==> config.mk <==
export PLATFORM = sky130hd
export DESIGN_NAME = pf_fetch_flat
export DESIGN_NICKNAME = d
export VERILOG_FILES = /design/src/rtl/pf_fetch_pkg.sv /design/src/rtl/pf_fetch_if.sv /design/src/rtl/pf_shift.sv /design/src/rtl/pf_fetch.sv /design/src/flat_wrapper.sv
export SDC_FILE = /design/constraint.sdc
export NUM_CORES = 1
export LEC_CHECK = 0
export CORE_MARGIN = 2
export CORE_UTILIZATION = 52
export CTS_CLUSTER_DIAMETER = 200
export DETAILED_ROUTE_END_ITERATION = 7
export HOLD_SLACK_MARGIN = 0.08
export PLACE_DENSITY_LB_ADDON = 0.12
export SLEW_MARGIN = 20
export SYNTH_ARGS = -nofsm -noshare
export SYNTH_HDL_FRONTEND = slang
export SYNTH_SLANG_ARGS = --single-unit
==> constraint.sdc <==
create_clock -name clk_12mhz -period 3.7 [get_ports clk_12mhz]
set_input_delay 0.74 -clock clk_12mhz [delete_from_list [all_inputs] [get_ports clk_12mhz]]
set_output_delay 0.74 -clock clk_12mhz [all_outputs]
set_load 0.02 [all_outputs]
==> src/rtl/pf_fetch_pkg.sv <==
// Shared playfield constants and the tile addressing helpers used by the fetcher.
package pf_fetch_pkg;

  localparam int unsigned PF_COLS    = 32;
  localparam int unsigned PF_ROWS    = 30;
  localparam int unsigned PF_VIS_W   = 256;
  localparam int unsigned PF_VIS_H   = 240;
  localparam int unsigned PF_LATENCY = 8;

  typedef logic [2:0] pf_phase_t;

  // Flip mirrors both axes; the row mirror is about the 30-row visible map.
  function automatic logic [9:0] pf_tile_index(logic [8:0] h, logic [8:0] v, logic f);
    logic [4:0] col;
    logic [4:0] row;
    col = f ? 5'(PF_COLS - 1) - h[7:3] : h[7:3];
    row = f ? 5'(PF_ROWS - 1) - v[7:3] : v[7:3];
    return {row, col};
  endfunction

  function automatic logic [2:0] pf_line(logic [8:0] v, logic f);
    return f ? 3'd7 - v[2:0] : v[2:0];
  endfunction

endpackage

==> src/rtl/pf_fetch_if.sv <==
// Playfield RAM port-B and picture ROM bus between the fetcher and the memories.
interface pf_fetch_if;
  logic [7:0]  pf_addr_b;
  logic [3:0]  pf_ce_b;
  logic [31:0] pf_dout_b;
  logic [10:0] pf_rom_addr;
  logic [7:0]  pf_rom_lo;
  logic [7:0]  pf_rom_hi;

  modport master (
    output pf_addr_b,
    output pf_ce_b,
    output pf_rom_addr,
    input  pf_dout_b,
    input  pf_rom_lo,
    input  pf_rom_hi
  );

  modport slave (
    input  pf_addr_b,
    input  pf_ce_b,
    input  pf_rom_addr,
    output pf_dout_b,
    output pf_rom_lo,
    output pf_rom_hi
  );
endinterface

==> src/rtl/pf_shift.sv <==
// Two-plane 8-bit pixel shifter; direction is captured with each load so a tile
// already on screen finishes in the order it was loaded with.
module pf_shift (
  input  logic       clk_i,
  input  logic       rst_i,
  input  logic       load_i,
  input  logic       lsb_first_i,
  input  logic [7:0] lo_i,
  input  logic [7:0] hi_i,
  output logic [1:0] pix_o
);

  logic [7:0] lo_q, lo_d;
  logic [7:0] hi_q, hi_d;
  logic       lsb_q, lsb_d;

  always_comb begin
    lo_d  = lo_q;
    hi_d  = hi_q;
    lsb_d = lsb_q;
    if (load_i) begin
      lo_d  = lo_i;
      hi_d  = hi_i;
      lsb_d = lsb_first_i;
    end else if (lsb_q) begin
      lo_d = {1'b0, lo_q[7:1]};
      hi_d = {1'b0, hi_q[7:1]};
    end else begin
      lo_d = {lo_q[6:0], 1'b0};
      hi_d = {hi_q[6:0], 1'b0};
    end
  end

  always_ff @(posedge clk_i) begin
    if (rst_i) begin
      lo_q  <= 8'h00;
      hi_q  <= 8'h00;
      lsb_q <= 1'b0;
    end else begin
      lo_q  <= lo_d;
      hi_q  <= hi_d;
      lsb_q <= lsb_d;
    end
  end

  assign pix_o = lsb_q ? {hi_q[0], lo_q[0]} : {hi_q[7], lo_q[7]};

endmodule

==> src/rtl/pf_fetch.sv <==
// Playfield tile fetcher: an 8-phase pipeline per tile (RAM code, ROM planes,
// shifter load) producing one 2-bit pixel per clock, 8 clocks behind hcount.
module pf_fetch
  import pf_fetch_pkg::*;
(
  input  logic       clk_12mhz,
  input  logic       reset,
  input  logic [8:0] hcount,
  input  logic [8:0] vcount,
  input  logic       flip,
  pf_fetch_if.master bus,
  output logic [1:0] pf_pix,
  output logic       pf_valid
);

  logic [7:0]  addr_q, addr_d;
  logic [3:0]  ce_q, ce_d;
  logic [10:0] rom_addr_q, rom_addr_d;
  logic [1:0]  bank_q, bank_d;
  logic [7:0]  code_q, code_d;
  logic        flip_q, flip_d;
  logic [7:0]  lo_hold_q, lo_hold_d;
  logic [7:0]  hi_hold_q, hi_hold_d;
  logic        valid_q, valid_d;

  logic        in_win;
  pf_phase_t   phase;
  logic [9:0]  tile_idx;
  logic [9:0]  h_next;
  logic        load;
  logic [1:0]  shift_pix;

  assign in_win   = (32'(hcount) < PF_VIS_W) && (32'(vcount) < PF_VIS_H);
  assign phase    = hcount[2:0];
  assign tile_idx = pf_tile_index(hcount, vcount, flip);
  assign load     = in_win && (phase == 3'd7);
  assign h_next   = {1'b0, hcount} + 10'd1;

  always_comb begin
    addr_d     = addr_q;
    ce_d       = 4'b1111;
    rom_addr_d = rom_addr_q;
    bank_d     = bank_q;
    code_d     = code_q;
    flip_d     = flip_q;
    lo_hold_d  = lo_hold_q;
    hi_hold_d  = hi_hold_q;
    if (in_win) begin
      case (phase)
        3'd0: begin
          addr_d = tile_idx[7:0];
          ce_d   = 4'b0000;
          bank_d = tile_idx[9:8];
          flip_d = flip;
        end
        3'd1: code_d = bus.pf_dout_b[{bank_q, 3'b000} +: 8];
        3'd2: rom_addr_d = {code_q, pf_line(vcount, flip_q)};
        3'd3: begin
          lo_hold_d = bus.pf_rom_lo;
          hi_hold_d = bus.pf_rom_hi;
        end
        default: ;
      endcase
    end
  end

  // Registered one clock ahead from hcount+1, so hcount must advance by one per clock.
  assign valid_d = (32'(vcount) < PF_VIS_H) && (h_next >= 10'(PF_LATENCY))
                   && (h_next < 10'(PF_VIS_W + PF_LATENCY));

  always_ff @(posedge clk_12mhz) begin
    if (reset) begin
      addr_q     <= 8'h00;
      ce_q       <= 4'b1111;
      rom_addr_q <= 11'h000;
      bank_q     <= 2'b00;
      code_q     <= 8'h00;
      flip_q     <= 1'b0;
      lo_hold_q  <= 8'h00;
      hi_hold_q  <= 8'h00;
      valid_q    <= 1'b0;
    end else begin
      addr_q     <= addr_d;
      ce_q       <= ce_d;
      rom_addr_q <= rom_addr_d;
      bank_q     <= bank_d;
      code_q     <= code_d;
      flip_q     <= flip_d;
      lo_hold_q  <= lo_hold_d;
      hi_hold_q  <= hi_hold_d;
      valid_q    <= valid_d;
    end
  end

  pf_shift u_shift (
    .clk_i       (clk_12mhz),
    .rst_i       (reset),
    .load_i      (load),
    .lsb_first_i (flip_q),
    .lo_i        (lo_hold_q),
    .hi_i        (hi_hold_q),
    .pix_o       (shift_pix)
  );

  assign bus.pf_addr_b   = addr_q;
  assign bus.pf_ce_b     = ce_q;
  assign bus.pf_rom_addr = rom_addr_q;
  assign pf_valid        = valid_q;
  assign pf_pix          = valid_q ? shift_pix : 2'b00;

endmodule

==> src/flat_wrapper.sv <==
// flat-port wrapper written by rule: the top's interface ports become plain ports
module pf_fetch_flat import pf_fetch_pkg::*;
  (clk_12mhz, reset, hcount, vcount, flip, pf_pix, pf_valid, bus_pf_addr_b, bus_pf_ce_b, bus_pf_rom_addr, bus_pf_dout_b, bus_pf_rom_lo, bus_pf_rom_hi);
  pf_fetch_if bus_i ();
  input  logic clk_12mhz;
  input  logic reset;
  input  logic [8:0] hcount;
  input  logic [8:0] vcount;
  input  logic flip;
  output logic [1:0] pf_pix;
  output logic pf_valid;
  output wire logic [$bits(bus_i.pf_addr_b)-1:0] bus_pf_addr_b;
  output wire logic [$bits(bus_i.pf_ce_b)-1:0] bus_pf_ce_b;
  output wire logic [$bits(bus_i.pf_rom_addr)-1:0] bus_pf_rom_addr;
  input wire logic [$bits(bus_i.pf_dout_b)-1:0] bus_pf_dout_b;
  input wire logic [$bits(bus_i.pf_rom_lo)-1:0] bus_pf_rom_lo;
  input wire logic [$bits(bus_i.pf_rom_hi)-1:0] bus_pf_rom_hi;
  assign bus_pf_addr_b = bus_i.pf_addr_b;
  assign bus_pf_ce_b = bus_i.pf_ce_b;
  assign bus_pf_rom_addr = bus_i.pf_rom_addr;
  assign bus_i.pf_dout_b = bus_pf_dout_b;
  assign bus_i.pf_rom_lo = bus_pf_rom_lo;
  assign bus_i.pf_rom_hi = bus_pf_rom_hi;
  pf_fetch u_core (.clk_12mhz(clk_12mhz), .reset(reset), .hcount(hcount), .vcount(vcount), .flip(flip), .bus(bus_i), .pf_pix(pf_pix), .pf_valid(pf_valid));
endmodule
==> out/metrics.cfg <==
[status]
status = finished clean

[floorplanning]
die_height_um = 83.87
die_area_mm2 = 0.007033
die_w_um = 83.87
rows = 29
initial_core_util_pct = 53.15
fp.coreArea_mm2 = 0.006241
pin_count = 95

[route]
via_count = 2938
drt_iter0_markers = 201
post-route-drc-count = 0
dr.pass1.iters = 4
viasPerCell = 6.020
ant_nets = 0
post_drt_wl_per_cell_um = 17.54
wl_mm = 8.559

[synth]
seq_area_frac_synth_pct = 39.23
synth_top_area_share_pct = 39.23
synthArstFlopShare_pct = 0
synth-edff-count = 0
yosysTopAreaCell = dfxtp_1
yosys_warnings = 0
synth_area_leaders = dfxtp_1 39%, mux2i_1 6.0%, a31oi_1 5.5%
ys_types = 39
synth-seq-cells = 65
syn_area_mm2 = 0.003317
synth_nets = 404
synth_area_per_cell_um2 = 9.991
syn_inst = 332
synth_ff_type = dfxtp_1

[layout]
final_area_mm2 = 0.004398
final_nets = 479
final_common_cell = clkdlybuf4s50_1
antenna_cells = 0
syn_to_final_growth_pct = 32.59
fillers = 507
layout_common_cells = 94 x clkdlybuf4s50_1, 65 x dfxtp_1, 29 x a31oi_1
drive_gt1_share_pct = 18.00

[timing]
max_freq_mhz = 352.6
slew_viol_final = 0
worst_pin_slew_ns = 0.8403
slew_headroom_pct = 43.92
clock-skew-final_ns = 0.007588
finalSetupViolCount = 0
hold_viol = 0
fin_hold_ws_ns = 0.4687
rsz0062_at_grt = no
finalCriticalPeriod_ns = 2.836
fin_crit_sh_pct = 76.64
finalSetupTns_ns = 0

[job]
max_cap_viol_count = 0

[power]
cellPowerDensity_mw_per_mm2 = 320.9
ir_worst_vdd_uv = 262.5
leakagePower_nw = 1.512

[critical_path]
cp_data_arrival_time_ns = 2.10
critPathLaunchType = register
path_max_fanout = 19
path_class = reg2out
critPathRequiredTime_ns = 2.96
worst-r2r-cell-count = 3
end_kind = output pin

[placement]
place.port_buffers = 94
gp_congestion = 0.8067
placed_cell_area_mm2 = 0.004237
dp_hpwl_mm = 5.957

[clock_network]
cts-resized-gates = 0
clock_latency_ns = 0.33
cts_sinks = 65
clk_pin_slew_ns = 0.07
htree_num_levels = 3
cts_root_buf = clkbuf_8
cts_inserted_buffers = 9
cts_hold_buf = 0
cts_buffer_depth = 2
post_cts_buffers = 0
cts_tree = built

[global_routing]
groute.usage.overall_pct = 25.16
grt_pass1_wl_mm = 14.34
first_global_vias = 2950
grt_start_max_net_pins = 43
antenna_found_initial = 0
overflow = 0

[min_path]
hold_class = reg2reg
min_path_cells = 2

[logic make-up after synthesis]
group,count (synthesis),synth area share (%)
muxes,40,15.54
xor gates and xnor gates,10,2.640
adders and majority gates,3,1.132
buffers and inverters,43,6.299
AOI/OAI and AO/OA,86,20.03
and+or+nand+nor,85,15.13
DFF,65,39.23
[registers in the layout (all words and copies together), names as in the netlist, 2 cells and up]
name                    flops
u_core.u_shift.hi_q         8
u_core.lo_hold_q            8
u_core.u_shift.lo_q         8
u_core.hi_hold_q            8
u_core.code_q               8
u_core.bus.pf_addr_b        8
u_core.bank_q               2
u_core.bus.pf_rom_addr     11
[cells in the mapped netlist, types with 3 or more instances]
cell / number
o311ai_0: 8
dfxtp_1: 65
inv_1: 3
nand2b_1: 18
a31oi_1: 29
and3_1: 3
clkbuf_1: 17
nor2b_1: 5
o31ai_2: 9
ha_1: 3
buf_4: 4
mux2i_1: 20
xnor2_1: 10
a21oi_1: 9
a31o_2: 16
a211oi_1: 13
mux2_2: 12
nand4_1: 18
buf_2: 14
nand3_1: 3
nand2_1: 22
mux4_2: 8
[layer usage]
layer / up-vias / wire (um) / GRT usage [%]
met5: - / 0 / 0
met1: 1427 / 3932 / 34.27
li1: 1407 / - / -
met4: 0 / 129 / 7.625
met3: 13 / 462 / 6.825
met2: 91 / 4035 / 39.20
[area by class of cell]
type / count / area, um2 / area share [%]
Clock inverter: 4 / 20.02 / 0.4552
Clock buffer: 11 / 141.4 / 3.215
Timing Repair Buffer: 103 / 1008 / 22.93
Multi-Input combinational cell: 224 / 1815 / 41.28
Tap cell: 77 / 96.34 / 2.191
Inverter: 4 / 15.01 / 0.3414
Sequential cell: 65 / 1301 / 29.59
[worst paths after layout]
path	startpoint	end	slack, ns
max	u_core.u_shift.lsb_q$_SDFFE_PP0P_	pf_pix[0]	0.86
max reg2reg	u_core.bank_q[0]$_SDFFE_PP0P_	u_core.code_q[6]$_SDFFE_PP0P_	2.14
min reg2reg	u_core.code_q[7]$_SDFFE_PP0P_	u_core.bus.pf_rom_addr[10]$_SDFFE_PP0P_	0.47
min	u_core.code_q[7]$_SDFFE_PP0P_	u_core.bus.pf_rom_addr[10]$_SDFFE_PP0P_	0.47
[report_power, final]
group          switching (mW)  total [mW]  internal (mW)
clock                   0.257       0.510          0.253
sequential            0.00533       0.712          0.707
combinational          0.0835       0.189          0.106
[worst max-delay path, stage by stage (launching register included)]
cell and delay [ns]:
dfxtp_1 0.81, mux2i_1 0.21, nor2b_1 0.14, clkdlybuf4s50_1 0.61
[through the flow]
stage | util (%) | cells | power [mW] | setup slack [ns]
after CTS | 70.47 | 488 | 1.416 | 0.8525
after floorplan | - | 332 | 0.8104 | 1.165
after global routing | 70.47 | 488 | 1.465 | 0.7463
after global placement | 67.88 | 473 | 0.9113 | 0.8516
final | 70.47 | 488 | 1.411 | 0.8642
after detailed placement | 67.88 | 473 | 0.9159 | 0.7203
Note: power is estimated with default switching activity, not from simulation.
